File: config.mk
export PLATFORM = sky130hd
export DESIGN_NAME = ether_hdr_parser
export DESIGN_NICKNAME = d
export VERILOG_FILES = /design/src/rtl/ether_hdr_parser.sv
export SDC_FILE = /design/constraint.sdc
export NUM_CORES = 1
export LEC_CHECK = 0
export CAP_MARGIN = 20
export CORE_MARGIN = 1.5
export CORE_UTILIZATION = 40
export CTS_BUF_LIST = sky130_fd_sc_hd__clkbuf_2 sky130_fd_sc_hd__clkbuf_4 sky130_fd_sc_hd__clkbuf_8
export CTS_CLUSTER_SIZE = 10
export DETAILED_ROUTE_END_ITERATION = 8
export GPL_TIMING_DRIVEN = 0
export HOLD_SLACK_MARGIN = 0.15
export SLEW_MARGIN = 20
export SYNTH_ARGS = -nofsm -noshare
export SYNTH_HDL_FRONTEND = slang
export SYNTH_SLANG_ARGS = --single-unit
File: constraint.sdc
create_clock -name clk -period 4.35 [get_ports clk]
set_input_delay 0.6525 -clock clk [delete_from_list [all_inputs] [get_ports clk]]
set_output_delay 0.6525 -clock clk [all_outputs]
set_load 0.01 [all_outputs]
File: src/rtl/ether_hdr_parser.sv
`default_nettype none
// ============================================================================
// Module   : ether_hdr_parser
// Brief    : Extracts Ethernet/IPv4 fields from a 32-bit frame stream and
//            reports frame length and short/runt errors at end of frame.
// Revision : 1.0
// ============================================================================
module ether_hdr_parser #(
    parameter int MIN_FRAME_WORDS = 16,
    parameter int LEN_W           = 16
) (
    input  logic             clk,
    input  logic             rst,
    input  logic [31:0]      i_rxd_tdata,
    input  logic             i_rxd_tvalid,
    input  logic             i_rxd_tlast,
    output logic [47:0]      o_dst_mac,
    output logic [47:0]      o_src_mac,
    output logic [15:0]      o_ethertype,
    output logic [7:0]       o_ip_ttl,
    output logic [7:0]       o_ip_proto,
    output logic [31:0]      o_src_ip,
    output logic [31:0]      o_dst_ip,
    output logic             o_is_ipv4,
    output logic             o_is_tcp,
    output logic             o_hdr_valid,
    output logic             o_frame_done,
    output logic [LEN_W-1:0] o_frame_len,
    output logic             o_err_short,
    output logic             o_err_runt
);

    typedef enum logic [0:0] {
        S_HDR  = 1'b0,
        S_BODY = 1'b1
    } state_t;

    localparam logic [LEN_W-1:0] C_CNT_MAX      = {LEN_W{1'b1}};
    localparam logic [LEN_W-1:0] C_MIN_WORDS    = LEN_W'(MIN_FRAME_WORDS);
    localparam logic [3:0]       C_LAST_HDR_IDX = 4'd8;

    state_t           r_state;
    state_t           w_state_nx;
    logic [3:0]       r_idx;
    logic [3:0]       w_idx_nx;
    logic [LEN_W-1:0] r_wcnt;
    logic [LEN_W-1:0] w_len;
    logic             w_hdr_done;
    logic             w_short;
    logic             w_frame_end;

    logic [47:0]      r_sh_dst;
    logic [47:0]      r_sh_src;
    logic [15:0]      r_sh_eth;
    logic [7:0]       r_sh_ttl;
    logic [7:0]       r_sh_proto;
    logic [31:0]      r_sh_sip;
    logic [15:0]      r_sh_dip_hi;

    always_comb begin
        w_state_nx  = r_state;
        w_idx_nx    = r_idx;
        w_hdr_done  = 1'b0;
        w_short     = 1'b0;
        w_frame_end = i_rxd_tvalid && i_rxd_tlast;
        w_len       = (r_wcnt == C_CNT_MAX) ? C_CNT_MAX : r_wcnt + LEN_W'(1);
        if (i_rxd_tvalid) begin
            case (r_state)
                S_HDR: begin
                    if (r_idx == C_LAST_HDR_IDX) begin
                        w_hdr_done = 1'b1;
                        w_idx_nx   = 4'd0;
                        w_state_nx = i_rxd_tlast ? S_HDR : S_BODY;
                    end else if (i_rxd_tlast) begin
                        w_short  = 1'b1;
                        w_idx_nx = 4'd0;
                    end else begin
                        w_idx_nx = r_idx + 4'd1;
                    end
                end
                S_BODY: begin
                    if (i_rxd_tlast) begin
                        w_state_nx = S_HDR;
                    end
                end
                default: w_state_nx = S_HDR;
            endcase
        end
    end

    always_ff @(posedge clk or negedge rst) begin
        if (!rst) begin
            r_state <= S_HDR;
            r_idx   <= 4'd0;
            r_wcnt  <= '0;
        end else begin
            r_state <= w_state_nx;
            r_idx   <= w_idx_nx;
            // Clearing on the tlast beat makes the next frame's first beat count as 1.
            if (i_rxd_tvalid) begin
                r_wcnt <= w_frame_end ? '0 : w_len;
            end
        end
    end

    always_ff @(posedge clk or negedge rst) begin
        if (!rst) begin
            r_sh_dst    <= '0;
            r_sh_src    <= '0;
            r_sh_eth    <= '0;
            r_sh_ttl    <= '0;
            r_sh_proto  <= '0;
            r_sh_sip    <= '0;
            r_sh_dip_hi <= '0;
        end else if (i_rxd_tvalid && r_state == S_HDR) begin
            case (r_idx)
                4'd0: r_sh_dst[47:16] <= i_rxd_tdata;
                4'd1: begin
                    r_sh_dst[15:0]  <= i_rxd_tdata[31:16];
                    r_sh_src[47:32] <= i_rxd_tdata[15:0];
                end
                4'd2: r_sh_src[31:0] <= i_rxd_tdata;
                4'd3: r_sh_eth <= i_rxd_tdata[31:16];
                4'd5: begin
                    r_sh_ttl   <= i_rxd_tdata[15:8];
                    r_sh_proto <= i_rxd_tdata[7:0];
                end
                4'd6: r_sh_sip[31:16] <= i_rxd_tdata[15:0];
                4'd7: begin
                    r_sh_sip[15:0] <= i_rxd_tdata[31:16];
                    r_sh_dip_hi    <= i_rxd_tdata[15:0];
                end
                default: ;
            endcase
        end
    end

    // Word 8 is published straight from the bus so fields appear one cycle after it.
    always_ff @(posedge clk or negedge rst) begin
        if (!rst) begin
            o_dst_mac    <= '0;
            o_src_mac    <= '0;
            o_ethertype  <= '0;
            o_ip_ttl     <= '0;
            o_ip_proto   <= '0;
            o_src_ip     <= '0;
            o_dst_ip     <= '0;
            o_is_ipv4    <= 1'b0;
            o_is_tcp     <= 1'b0;
            o_hdr_valid  <= 1'b0;
            o_frame_done <= 1'b0;
            o_frame_len  <= '0;
            o_err_short  <= 1'b0;
            o_err_runt   <= 1'b0;
        end else begin
            o_hdr_valid  <= w_hdr_done;
            o_frame_done <= w_frame_end;
            o_err_short  <= w_short;
            o_err_runt   <= w_frame_end && (w_len < C_MIN_WORDS);
            if (w_hdr_done) begin
                o_dst_mac   <= r_sh_dst;
                o_src_mac   <= r_sh_src;
                o_ethertype <= r_sh_eth;
                o_ip_ttl    <= r_sh_ttl;
                o_ip_proto  <= r_sh_proto;
                o_src_ip    <= r_sh_sip;
                o_dst_ip    <= {r_sh_dip_hi, i_rxd_tdata[31:16]};
                o_is_ipv4   <= (r_sh_eth == 16'h0800);
                o_is_tcp    <= (r_sh_eth == 16'h0800) && (r_sh_proto == 8'h06);
            end
            if (w_frame_end) begin
                o_frame_len <= w_len;
            end
        end
    end

endmodule
`default_nettype wire

==> results summary, run 1 <==
The flow ran to the end, and the final reports show no timing, DRC or antenna violations. The worst setup skew after layout came out at 0.0239 ns. The clock tree root buffer cell is clkbuf_8. The half-perimeter wire length after placement is 29,400 um. The worst slew slack as a fraction of its limit came out at 52.5%. Sequential cells were found to cover 64.8% of the synthesized design area. At the worst endpoint, the arrival time is 3.29 ns. Counting flops with a built-in enable in the synthesized netlist gives 0. The synthesized instance count came out at 1,425. In this run the critical register-to-register path is launched from r_idx[0]$_DFFE_PN0P_. The slew at the pin closest to its max-slew limit came out at 0.712 ns. The initialized floorplan defines 72 standard-cell rows. The final hold slack came out at 0.433 ns.

The final count of hold timing violations came out at 0. The clock transition at the registers of the reported paths is 0.06 ns. The total die area came out at 0.0409 mm2. The final layout contains 1,793 nets. The critical path launch point type is a flop. Entering global routing, the biggest net connects 99 pins. The critical path ends at o_src_ip[14]$_DFFE_PN0P_.

The maximum vdd ir drop is 0.262 mV. The post-synth net total is 1,466. The total clock buffers created by CTS is 72. The mapped cell area came out at 0.0159 mm2. The number of cells on the worst hold path came out at 3. The detailed-route vias per instance is 4.82. The starting density of the core is 40.8%. The number of DRC markers after the initial detailed-route iteration is 504. The clock tree buffer depth is 3. The distinct cell type count of the synthesized netlist is 47. The first global-routing pass estimated 66,500 um of wire. The initial antenna violation count is 0. The worst-case register-to-register setup slack came out at 1.59 ns. Setup violations remaining at the end of the flow were counted as 0. The shortest clock period the worst path allows after layout is 2.76 ns. The post-route clock period utilization is 63.5%. In this run the worst setup path begins at r_idx[0]$_DFFE_PN0P_. The area added between synthesis and finish came out at 30.2%.

Setup repair after global routing left no endpoint under its margin. The final routed DRC violation total is 0. The number of warnings issued by yosys is 0. A synthesized cell averages 11.1 um2. The fraction of layout cells with a size suffix above 1 came out at 19.8%. The final-report max-slew violation count came out at 0. STA classifies the critical path endpoint as a flop. The register bit count reported by yosys is 411. In this run the power density over the cells is 698 mW/mm2. The startpoint identified for the worst hold timing path is i_rxd_tvalid. The setup path with the least slack is of type reg -> reg. The maximum fanout encountered on the critical timing path is 10. The clock sink total is 411. The count of nets left with antenna violations after detail routing came out at 0.

The share of the core filled with cells in the final layout came out at 53.1%. The clock latency at the later pin of the worst-skew pair is 0.61 ns. The analysis attributes to cell leakage a power of 10.1 nW. The count of input and output buffers is 248. TritonCTS built the clock tree. The die width came out at 202 um. The final RePlAce weighted congestion came out at 0.785. The total number of H-tree levels came out at 3. The placeable core area came out at 0.0389 mm2.

For this run, the total global-route usage over all layers was measured as 21.3%. For this run the aggregate overflow at the end of global routing stands at 0. Max-cap violations in this run came to 0. For this run, the leading register cell type out of synthesis is dfrtp_1. The worst hold path class is in -> reg. The post-detailed-routing wire length is 42,500 um. Data on the critical path is required at its endpoint by 4.88 ns.

The endpoint of the worst register-to-register path is o_src_ip[14]$_DFFE_PN0P_. The async set or reset register ratio after synthesis came out at 100%. The cell depth of the worst flop-to-flop path is 10. The completed layout was analyzed and its total power is 0.0144 W.

The number of antenna cells inserted is 0. The number of global-route vias before repair is 11,600. The I/O pin count is 250. The detailed-routing iteration count for the pre-antenna-repair pass is 5. Once the clock tree was built, the setup fixing pass inserted 0 buffers.

The average wire length per cell after detail routing is 18.3 um. The die extent in y is 202 um. The overall via count from detail_route came out at 11,200. The maximum achievable frequency is 362 MHz.
[flip-flops by register name (all words and copies together) (netlist names), 32 cells and up]
register and count:
o_dst_mac 48, o_src_mac 48, r_sh_dst 48, r_sh_src 48
o_dst_ip 32, o_src_ip 32, r_sh_sip 32
[worst max-delay path: stages, from the launching register on]
cell and delay [ns]:
dfrtp_1 0.44, inv_1 0.11, ha_1 0.18, nand2_1 0.08, or3_1 0.35, clkbuf_1 0.22, inv_1 0.16, clkbuf_1 0.53
buf_2 0.40, nand2_1 0.16, nand2_1 0.08
[metrics by stage]
stage          std cells  area [um2]  setup WS, ns  setup TNS (ns)
2_1_floorplan       1425       15900          2.22               0
3_3_place_gp        2191       19000        -15.69        -6426.29
3_5_place_dp        2195       19100          1.35               0
4_1_cts             2322       20700          1.50               0
5_1_grt             2322       20700          1.29               0
6_report            2322       20700          1.59               0
[logic make-up after synthesis]
group	after synthesis	share of synthesized area, %
AND/OR/NAND/NOR	672	16.8
flip-flops	411	64.8
multiplexers	179	12.7
buffers and inverters	90	2.54
AO/OA/AOI/OAI	60	2.30
XOR/XNOR	8	0.442
adder cells (fa/ha/maj)	5	0.394
[where the power goes]
part	switching (W)	internal (W)
clock network	0.00154	0.00216
logic	0.00194	0.00245
registers	0.000899	0.00543
total	0.00438	0.0100
[worst min path at each step]
stage	slack [ns]	to
after floorplan	0.36	o_dst_ip[0]$_DFFE_PN0P_
after global placement	0.44	o_dst_mac[4]$_DFFE_PN0P_
after detailed placement	0.44	o_err_short$_DFF_PN0_
after CTS	0.38	r_wcnt[4]$_DFFE_PN0P_
after global routing	0.43	r_wcnt[4]$_DFFE_PN0P_
final	0.43	r_wcnt[4]$_DFFE_PN0P_
[routing by layer]
metal,track usage (%),share of wire (%),up-vias
met3,5.01,5.4,59
met1,28.7,46,5586
met2,34.1,47,267
li1,-,-,5291
met5,0,0,-
met4,6.90,2.0,0
[cell usage in the layout, fill, tap and decap left out, types with 2 or more instances in the layout]
cell,instances
a21oi_1,14
a31oi_1,5
and3_1,2
inv_1,16
dfrtp_1,411
o22ai_1,11
a31o_2,2
nor3_1,3
clkbuf_4,22
buf_16,4
mux2_2,177
a21o_1,2
clkinv_2,5
nand3_1,9
nand4_1,5
clkbuf_1,34
ha_1,5
buf_8,2
xnor2_1,6
xor2_1,2
clkbuf_8,97
clkdlybuf4s50_1,247
mux2i_1,2
nand2b_1,3
clkinvlp_4,2
nor4_1,9
or3_1,3
o21ai_0,18
buf_2,37
nor2_1,18
nand2_1,608
[synthesized netlist by cell type (all sizes together), types with 3 or more instances]
| cell type | n | share of area [%] |
|---|---|---|
| o21ai | 18 | 0.57 |
| nand2b | 3 | 0.12 |
| and3 | 3 | 0.13 |
| xnor2 | 6 | 0.33 |
| buf | 40 | 1.4 |
| a21oi | 15 | 0.50 |
| nand2 | 608 | 14 |
| nand4 | 7 | 0.41 |
| inv | 16 | 0.38 |
| clkbuf | 34 | 0.80 |
| nand3 | 10 | 0.35 |
| a31o | 3 | 0.17 |
| or3 | 3 | 0.12 |
| nor3 | 3 | 0.095 |
| a31oi | 5 | 0.20 |
| mux2 | 177 | 13 |
| ha | 5 | 0.39 |
| nor4 | 9 | 0.35 |
| nor2 | 18 | 0.43 |
| o22ai | 11 | 0.43 |
| dfrtp | 411 | 65 |
[repair_timing]
item	CTS	global route
hold endpoints to repair	76	0
hold buffers	1	0
gates resized for setup	0	0
[layout make-up]
cell class / instances / area (um2)
Buffer: 74 / 343
Clock buffer: 119 / 1500
Clock inverter: 7 / 40.0
Fill cell: 3546 / 18300
Inverter: 16 / 60.1
Multi-Input combinational cell: 924 / 5170
Sequential cell: 411 / 10300
Tap cell: 518 / 648
Timing Repair Buffer: 253 / 2610
Note: power is estimated with default switching activity, not from simulation.
==> run 2, diff against run 1 <==
clock period = 2.5 ns   (was 4.35 ns; I/O delays follow)
==> run 2 against run 1 <==
Utilization up 0.22 points. Final cell count barely moved. Cell area is 0.42% higher. Total power up 74%. Critical path type is now in -> reg. Highest routed layer unchanged.
==> results summary, run 2 (synthesis results as in run 1) <==
The total instance count after detailed placement is 2,195 (unchanged). The type of the worst setup path was in -> reg (was reg -> reg). The number of cells on the critical path is 8 (was 10). The count of input and output buffers is 248 (unchanged). The half-perimeter wire length after placement came out at 29,400 um (unchanged). The number of setup violations in the final report is 0 (unchanged).

The reg-to-reg critical path startpoint is r_idx[0]$_DFFE_PN0P_ (unchanged). The shortest clock period the worst path allows after layout came out at 2.33 ns. The worst-case register-to-register setup slack is 0.20 ns (was 1.59 ns). The count of nets left with antenna violations after detail routing was 0 (unchanged). The detailed-routing iteration count for the pre-antenna-repair pass came out at 5 (unchanged).

The capture point of the critical path is r_sh_sip[23]$_DFFE_PN0P_ (was o_src_ip[14]$_DFFE_PN0P_). The total buffers and inverters traversed by the critical path is 4 (was 5). The instance area after placement came out at 0.0191 mm2 (unchanged). The TritonCTS clock tree is yes (unchanged). The library cell appearing most often on the critical path is buf_2 (was nand2_1). The overall via count from detail_route is 11,200 (about the same). The starting density of the core came to 40.8% (unchanged). The slew at the pin closest to its max-slew limit is 0.717 ns (was 0.712 ns).

The leading cell type in the layout, fill and taps excluded is nand2_1 (unchanged). The worst slew slack as a fraction of its limit came out at 52.2% (was 52.5%). The die width came out at 202 um (unchanged). The critical path launch point is i_rxd_tvalid (was r_idx[0]$_DFFE_PN0P_).

The number of global-route vias before repair came out at 11,600 (unchanged). The critical path launch point type is an input pin (was flop). The detailed-route vias per instance is 4.80 (was 4.82). The fraction of layout cells with a size suffix above 1 came out at 20.9% (was 19.8%). The maximum vdd ir drop is 0.456 mV (was 0.262 mV). Top library cells by usage in the layout, fill and taps aside: nand2_1, dfrtp_1, clkdlybuf4s50_1 (unchanged).

The required time of the critical path came to 2.98 ns (was 4.88 ns). The total clock buffers created by CTS is 72 (unchanged). The final count of hold timing violations was 0 (unchanged).

The count of placed standard cells in the final layout, fillers left out is 2,323 (was 2,322). The power density of the placed cells came to 1210 mW/mm2 (was 698 mW/mm2). The endpoint of the worst register-to-register path was o_dst_mac[27]$_DFFE_PN0P_ (was o_src_ip[14]$_DFFE_PN0P_). The global-route congestion overflow total was 0 (unchanged). The number of DRC markers after the initial detailed-route iteration came out at 488 (was 504).

The final RePlAce weighted congestion is 0.785 (unchanged). The clock tree root buffer cell was clkbuf_8 (unchanged). The critical path's top delay family is buffers and inverters (unchanged). The clock tree buffer depth is 3 (unchanged). The post-route clock period utilization came out at 93.3%. The final-report max-slew violation count is 0 (unchanged). The area of all placed cells without fillers is 0.0207 mm2 (about the same).

The I/O pin count came to 250 (unchanged). Run status: complete, no violations (unchanged). The standard-cell row count came out at 72 (unchanged). The global-route total usage across every layer is 21.3% (unchanged). The maximum fanout encountered on the critical timing path is 10 (unchanged). The clock sink total is 411 (unchanged). The cell depth of the worst flop-to-flop path is 10 (unchanged). The total die area came to 0.0409 mm2 (unchanged). The worst hold path class is in -> async (was in -> reg).

The clock latency at the later pin of the worst-skew pair came out at 0.61 ns (about the same). The worst setup skew after layout came out at 0.0245 ns (was 0.0239 ns). The static power due to leakage came out at 10.2 nW (was 10.1 nW).

The post-detailed-routing wire length came out at 42,500 um (about the same). The number of antenna cells inserted came to 0 (unchanged). The delay of the slowest critical-path stage came to 0.51 ns (was 0.53 ns).

The global-route wire length before repair was 66,500 um (unchanged). The count of maximum capacitance violations came out at 0 (unchanged). The initial antenna violation count is 0 (unchanged).

The final hold slack came out at 0.350 ns (was 0.433 ns). The die extent in y is 202 um (unchanged). The placeable core area came out at 0.0389 mm2 (unchanged). The final layout net count came out at 1,794 (was 1,793).

For this run, the top clock speed supported by timing is 429 MHz. The number of setup buffers added after CTS came out at 0 (unchanged). The clock transition at the registers of the reported paths was 0.06 ns (about the same). Worst path cell trace: dlygate4sd3_1, buf_2, nand2b_1, buf_2, nor2_1, nand3_1, buf_2, mux2_2 (was inv_1, ha_1, nand2_1, or3_1, clkbuf_1, inv_1, clkbuf_1, buf_2, nand2_1, nand2_1). The average wire length per cell after detail routing came out at 18.3 um (about the same). The category of the worst setup path capture point is a flop (unchanged). The critical path arrival is 2.81 ns (was 3.29 ns).

The area added between synthesis and finish is 30.8% (was 30.2%). The cell with the largest stage delay on the worst path is dlygate4sd3_1 (was clkbuf_1). The final routed DRC violation total is 0 (unchanged).

The maximum number of pins on one net before global-route repair came out at 99 (unchanged). The total number of H-tree levels came out at 3 (unchanged).
## run 2: cell count changes in the layout (fill, tap and decap cells not counted), sizes merged
| cell | before | now |
|---|---|---|
| clkbuf | 153 | 163 |
| dlygate4sd3 | 1 | 2 |
| buf | 45 | 35 |
## run 2: what timing repair did
item / 4_1_cts / 5_1_grt
hold endpoints to repair: 79 / 0
gates resized for setup: 9 / 47
pin swaps: 0 / 0
hold buffers: 2 / 0
endpoints found under the setup margin: 178 / 191
## run 2: area by class of cell
type                            instances  area, um2
Clock buffer                          119       1500
Sequential cell                       411      10300
Fill cell                            3540      18200
Inverter                               16       60.1
Clock inverter                          7       40.0
Multi-Input combinational cell        924       5180
Tap cell                              518        648
Buffer                                 74        415
Timing Repair Buffer                  254       2620
## run 2: through the flow
stage,setup slack [ns],util (%),power (W),setup TNS [ns]
after global placement,-17.26,48.8,0.0187,-7091.85
after detailed placement,-0.314,49.1,0.0189,-26.20
final,0.168,53.3,0.0251,0
after floorplan,0.535,-,0.0146,0
after CTS,0.0207,53.1,0.0255,0
after global routing,-0.00230,53.3,0.0267,-0.00230
## run 2: layer usage
metal  GRT usage [%]  part of all wire (%)  vias to the layer above
li1                -                     -                     5290
met1            28.7                    46                     5549
met2            34.1                    47                      256
met3            5.01                   5.7                       59
met4            6.90                   2.0                        0
met5               0                     0                        -
## run 2: report_power, final
part	total, W	leakage [nW]	switching [W]	internal (W)
clock network	0.00644	0.818	0.00268	0.00377
registers	0.0110	5.31	0.00156	0.00945
logic	0.00768	4.06	0.00338	0.00430
total	0.0251	10.2	0.00762	0.0175
## run 2: worst min-delay path by stage
| stage | endpoint | start | depth (start not counted) | slack [ns] |
|---|---|---|---|---|
| after floorplan | o_dst_ip[0]$_DFFE_PN0P_ | rst | 0 | 0.08 |
| after global placement | o_dst_mac[4]$_DFFE_PN0P_ | r_sh_dst[4]$_DFFE_PN0P_ | 2 | 0.44 |
| after detailed placement | o_dst_mac[32]$_DFFE_PN0P_ | rst | 1 | 0.41 |
| after CTS | r_sh_dst[35]$_DFFE_PN0P_ | rst | 2 | 0.34 |
| after global routing | r_sh_dst[35]$_DFFE_PN0P_ | rst | 2 | 0.39 |
| final | o_dst_mac[32]$_DFFE_PN0P_ | rst | 2 | 0.35 |
==> run 3, diff against run 2 <==
CORE_MARGIN = default   (was 1.5)
SLEW_MARGIN = 0   (was 20)
==> run 3 against run 2 <==
First-iteration DRC count grew 4.1%. Highest routed layer unchanged. Maximum frequency rose by 0.84%. Sequential share of layout area up 0.32 points. Flip-flop and latch count stayed put. Routed wire length hardly changed. Register-to-register slack barely moved. Non-clock buffer count unchanged. Total power down 0.90%. Critical endpoint is now o_src_ip[14]$_DFFE_PN0P_.
==> results summary, run 3 (synthesis results as in run 1) <==
The number of antenna cells inserted came out at 0 (unchanged). The reg-to-reg critical path startpoint is r_idx[0]$_DFFE_PN0P_ (unchanged). The shortest clock period the worst path allows after layout came out at 2.31 ns (was 2.33 ns). The count of nets left with antenna violations after detail routing came out at 0 (unchanged). The number of setup violations in the final report is 0 (unchanged). The area added between synthesis and finish is 30.0% (was 30.8%). The worst setup timing slack at the placement stage is -0.148 ns (was -0.314 ns). The delay of the slowest critical-path stage came out at 0.43 ns (was 0.51 ns). The die extent in y came out at 201 um (was 202 um). The final RePlAce weighted congestion is 0.777 (was 0.785). The category of the worst setup path capture point was a flop (unchanged). The total clock buffers created by CTS was 71 (was 72). The endpoint of the worst register-to-register path is o_src_ip[14]$_DFFE_PN0P_ (was o_dst_mac[27]$_DFFE_PN0P_). The clock tree buffer depth is 3 (unchanged). The maximum fanout encountered on the critical timing path is 10 (unchanged). The cell with the largest stage delay on the worst path is dfrtp_1 (was dlygate4sd3_1). The number of DRC markers after the initial detailed-route iteration is 508 (was 488).

The final routed DRC violation total came out at 0 (unchanged). The library cell appearing most often on the critical path is nand2_1 (was buf_2). The final hold slack is 0.305 ns (was 0.350 ns). The static power due to leakage came out at 10.1 nW (was 10.2 nW). The number of setup buffers added after CTS came out at 0 (unchanged). The die width is 201 um (was 202 um). The count of input and output buffers is 248 (unchanged).

Top library cells by usage in the layout, fill and taps aside: nand2_1, dfrtp_1, clkdlybuf4s50_1 (unchanged). The total die area came to 0.0405 mm2 (was 0.0409 mm2). The starting density of the core is 40.8% (unchanged). The final count of hold timing violations came to 0 (unchanged). The clock sink total was 411 (unchanged). The half-perimeter wire length after placement was 29,300 um (was 29,400 um). The final layout net count came to 1,793 (was 1,794). The number of global-route vias before repair came out at 11,700 (was 11,600).

The worst hold path class is in -> async (unchanged). The clock tree root buffer cell was clkbuf_8 (unchanged). The required time of the critical path is 3.03 ns (was 2.98 ns).

The power density of the placed cells was 1210 mW/mm2 (about the same). The detailed-routing iteration count for the pre-antenna-repair pass is 5 (unchanged). The leading cell type in the layout, fill and taps excluded is nand2_1 (unchanged). The critical path arrival is 2.85 ns (was 2.81 ns). The slack of the critical path came out at 0.188 ns (was 0.168 ns). The detailed-route vias per instance was 4.83 (was 4.80). The fraction of layout cells with a size suffix above 1 is 20.4% (was 20.9%).

Run status: complete, no violations (unchanged). The global-route wire length before repair came out at 67,500 um (was 66,500 um). The critical path launch point type is a flop (was input pin). Worst path cell trace: inv_1, ha_1, nand2_1, or3_1, clkbuf_1, inv_1, buf_2, clkbuf_4, nand2_1, nand2_1 (was dlygate4sd3_1, buf_2, nand2b_1, buf_2, nor2_1, nand3_1, buf_2, mux2_2).

The clock transition at the registers of the reported paths is 0.06 ns (about the same). The worst-case register-to-register setup slack was 0.19 ns (was 0.20 ns). The maximum vdd ir drop came out at 0.572 mV (was 0.456 mV).

The I/O pin count came out at 250 (unchanged). The overall via count from detail_route came out at 11,200 (about the same). The clock latency at the later pin of the worst-skew pair came out at 0.63 ns (was 0.61 ns). The average wire length per cell after detail routing came out at 18.4 um (was 18.3 um). The global-route congestion overflow total is 0 (unchanged). The total number of H-tree levels is 3 (unchanged). The type of the worst setup path is reg -> reg (was in -> reg). The total buffers and inverters traversed by the critical path came out at 5 (was 4). The critical path's top delay family was buffers and inverters (unchanged). The slew at the pin closest to its max-slew limit is 0.663 ns (was 0.717 ns). The initial antenna violation count is 0 (unchanged). The post-route clock period utilization is 92.5% (was 93.3%). The post-detailed-routing wire length came out at 42,500 um (about the same). The worst setup skew after layout came out at 0.0312 ns (was 0.0245 ns). The placeable core area came out at 0.0389 mm2 (unchanged).

The maximum number of pins on one net before global-route repair is 98 (was 99). The maximum achievable frequency came to 432 MHz (was 429 MHz). The standard-cell row count is 72 (unchanged). The TritonCTS clock tree was yes (unchanged). The number of cells on the critical path is 10 (was 8).

The final-report max-slew violation count came out at 0 (unchanged). Setup repair after global routing could not meet its margin everywhere. The worst slew slack as a fraction of its limit came to 55.8% (was 52.2%). The global-route total usage across every layer came out at 21.7% (was 21.3%).

The count of maximum capacitance violations came to 0 (unchanged). The cell depth of the worst flop-to-flop path came to 10 (unchanged).
## run 3: changes by cell type in the layout (fill, tap and decap cells not counted)
cell        change
clkbuf_8        -6
buf_2           +9
clkinv_2        +1
buf_6           -2
clkbuf_2        -2
clkinvlp_4      +1
clkbuf_1        +4
clkbuf_4       -12
## run 3: layout make-up
cell class / instances / area [um2]
inverters: 16 / 60.1
clock buffers: 110 / 1400
repair buffers: 254 / 2620
flip-flops and latches: 411 / 10300
multi-input cells: 924 / 5180
fillers: 3535 / 18300
plain buffers: 74 / 375
clock inverters: 9 / 52.6
well taps: 518 / 648
## run 3: power breakdown
group / internal [W] / switching [W] / total [W]
combinational: 0.00428 / 0.00338 / 0.00767
clock: 0.00353 / 0.00270 / 0.00623
sequential: 0.00945 / 0.00157 / 0.0110
## run 3: worst register-to-register path: stages (launching register included)
cell and delay, ns:
dfrtp_1 0.43, inv_1 0.11, ha_1 0.18, nand2_1 0.08, or3_1 0.34, clkbuf_1 0.20
inv_1 0.14, buf_2 0.28, clkbuf_4 0.29, nand2_1 0.13, nand2_1 0.08
## run 3: routing by layer
layer,vias up,share of wire (%),global-route usage [%],wire length (um)
li1,5296,-,-,-
met1,5538,46,29.7,19600
met2,272,46,33.9,19600
met3,70,5.3,4.94,2260
met4,0,2.5,8.04,1070
met5,-,0,0,0
## run 3: what timing repair did
action	4_1_cts	5_1_grt
gates resized for setup	9	22
hold endpoints to repair	68	0
hold buffers	2	0
setup endpoints to repair	156	127
## run 3: how the worst max path moves through the flow
stage | from | to | slack [ns]
after CTS | r_idx[0]$_DFFE_PN0P_ | o_dst_mac[30]$_DFFE_PN0P_ | 0.004
after global placement | rst | r_wcnt[10]$_DFFE_PN0P_ | -17.32
after floorplan | r_wcnt[0]$_DFFE_PN0P_ | r_wcnt[6]$_DFFE_PN0P_ | 0.53
final | r_idx[0]$_DFFE_PN0P_ | o_src_ip[14]$_DFFE_PN0P_ | 0.19
after global routing | r_idx[0]$_DFFE_PN0P_ | o_dst_mac[43]$_DFFE_PN0P_ | -0.008
after detailed placement | r_idx[0]$_DFFE_PN0P_ | o_dst_ip[25]$_DFFE_PN0P_ | -0.15
## run 3: per-stage QoR
stage | cell area, um2 | utilization, % | TNS [ns] | std cells | power, W
6_report | 20600 | 53.0 | 0 | 2316 | 0.0249
5_1_grt | 20600 | 53.0 | -0.00873 | 2316 | 0.0265
4_1_cts | 20600 | 52.9 | 0 | 2316 | 0.0252
3_5_place_dp | 19100 | 49.1 | -7.24 | 2195 | 0.0189
3_3_place_gp | 19000 | 48.8 | -7107.06 | 2191 | 0.0187
2_1_floorplan | 15900 | - | 0 | 1425 | 0.0146
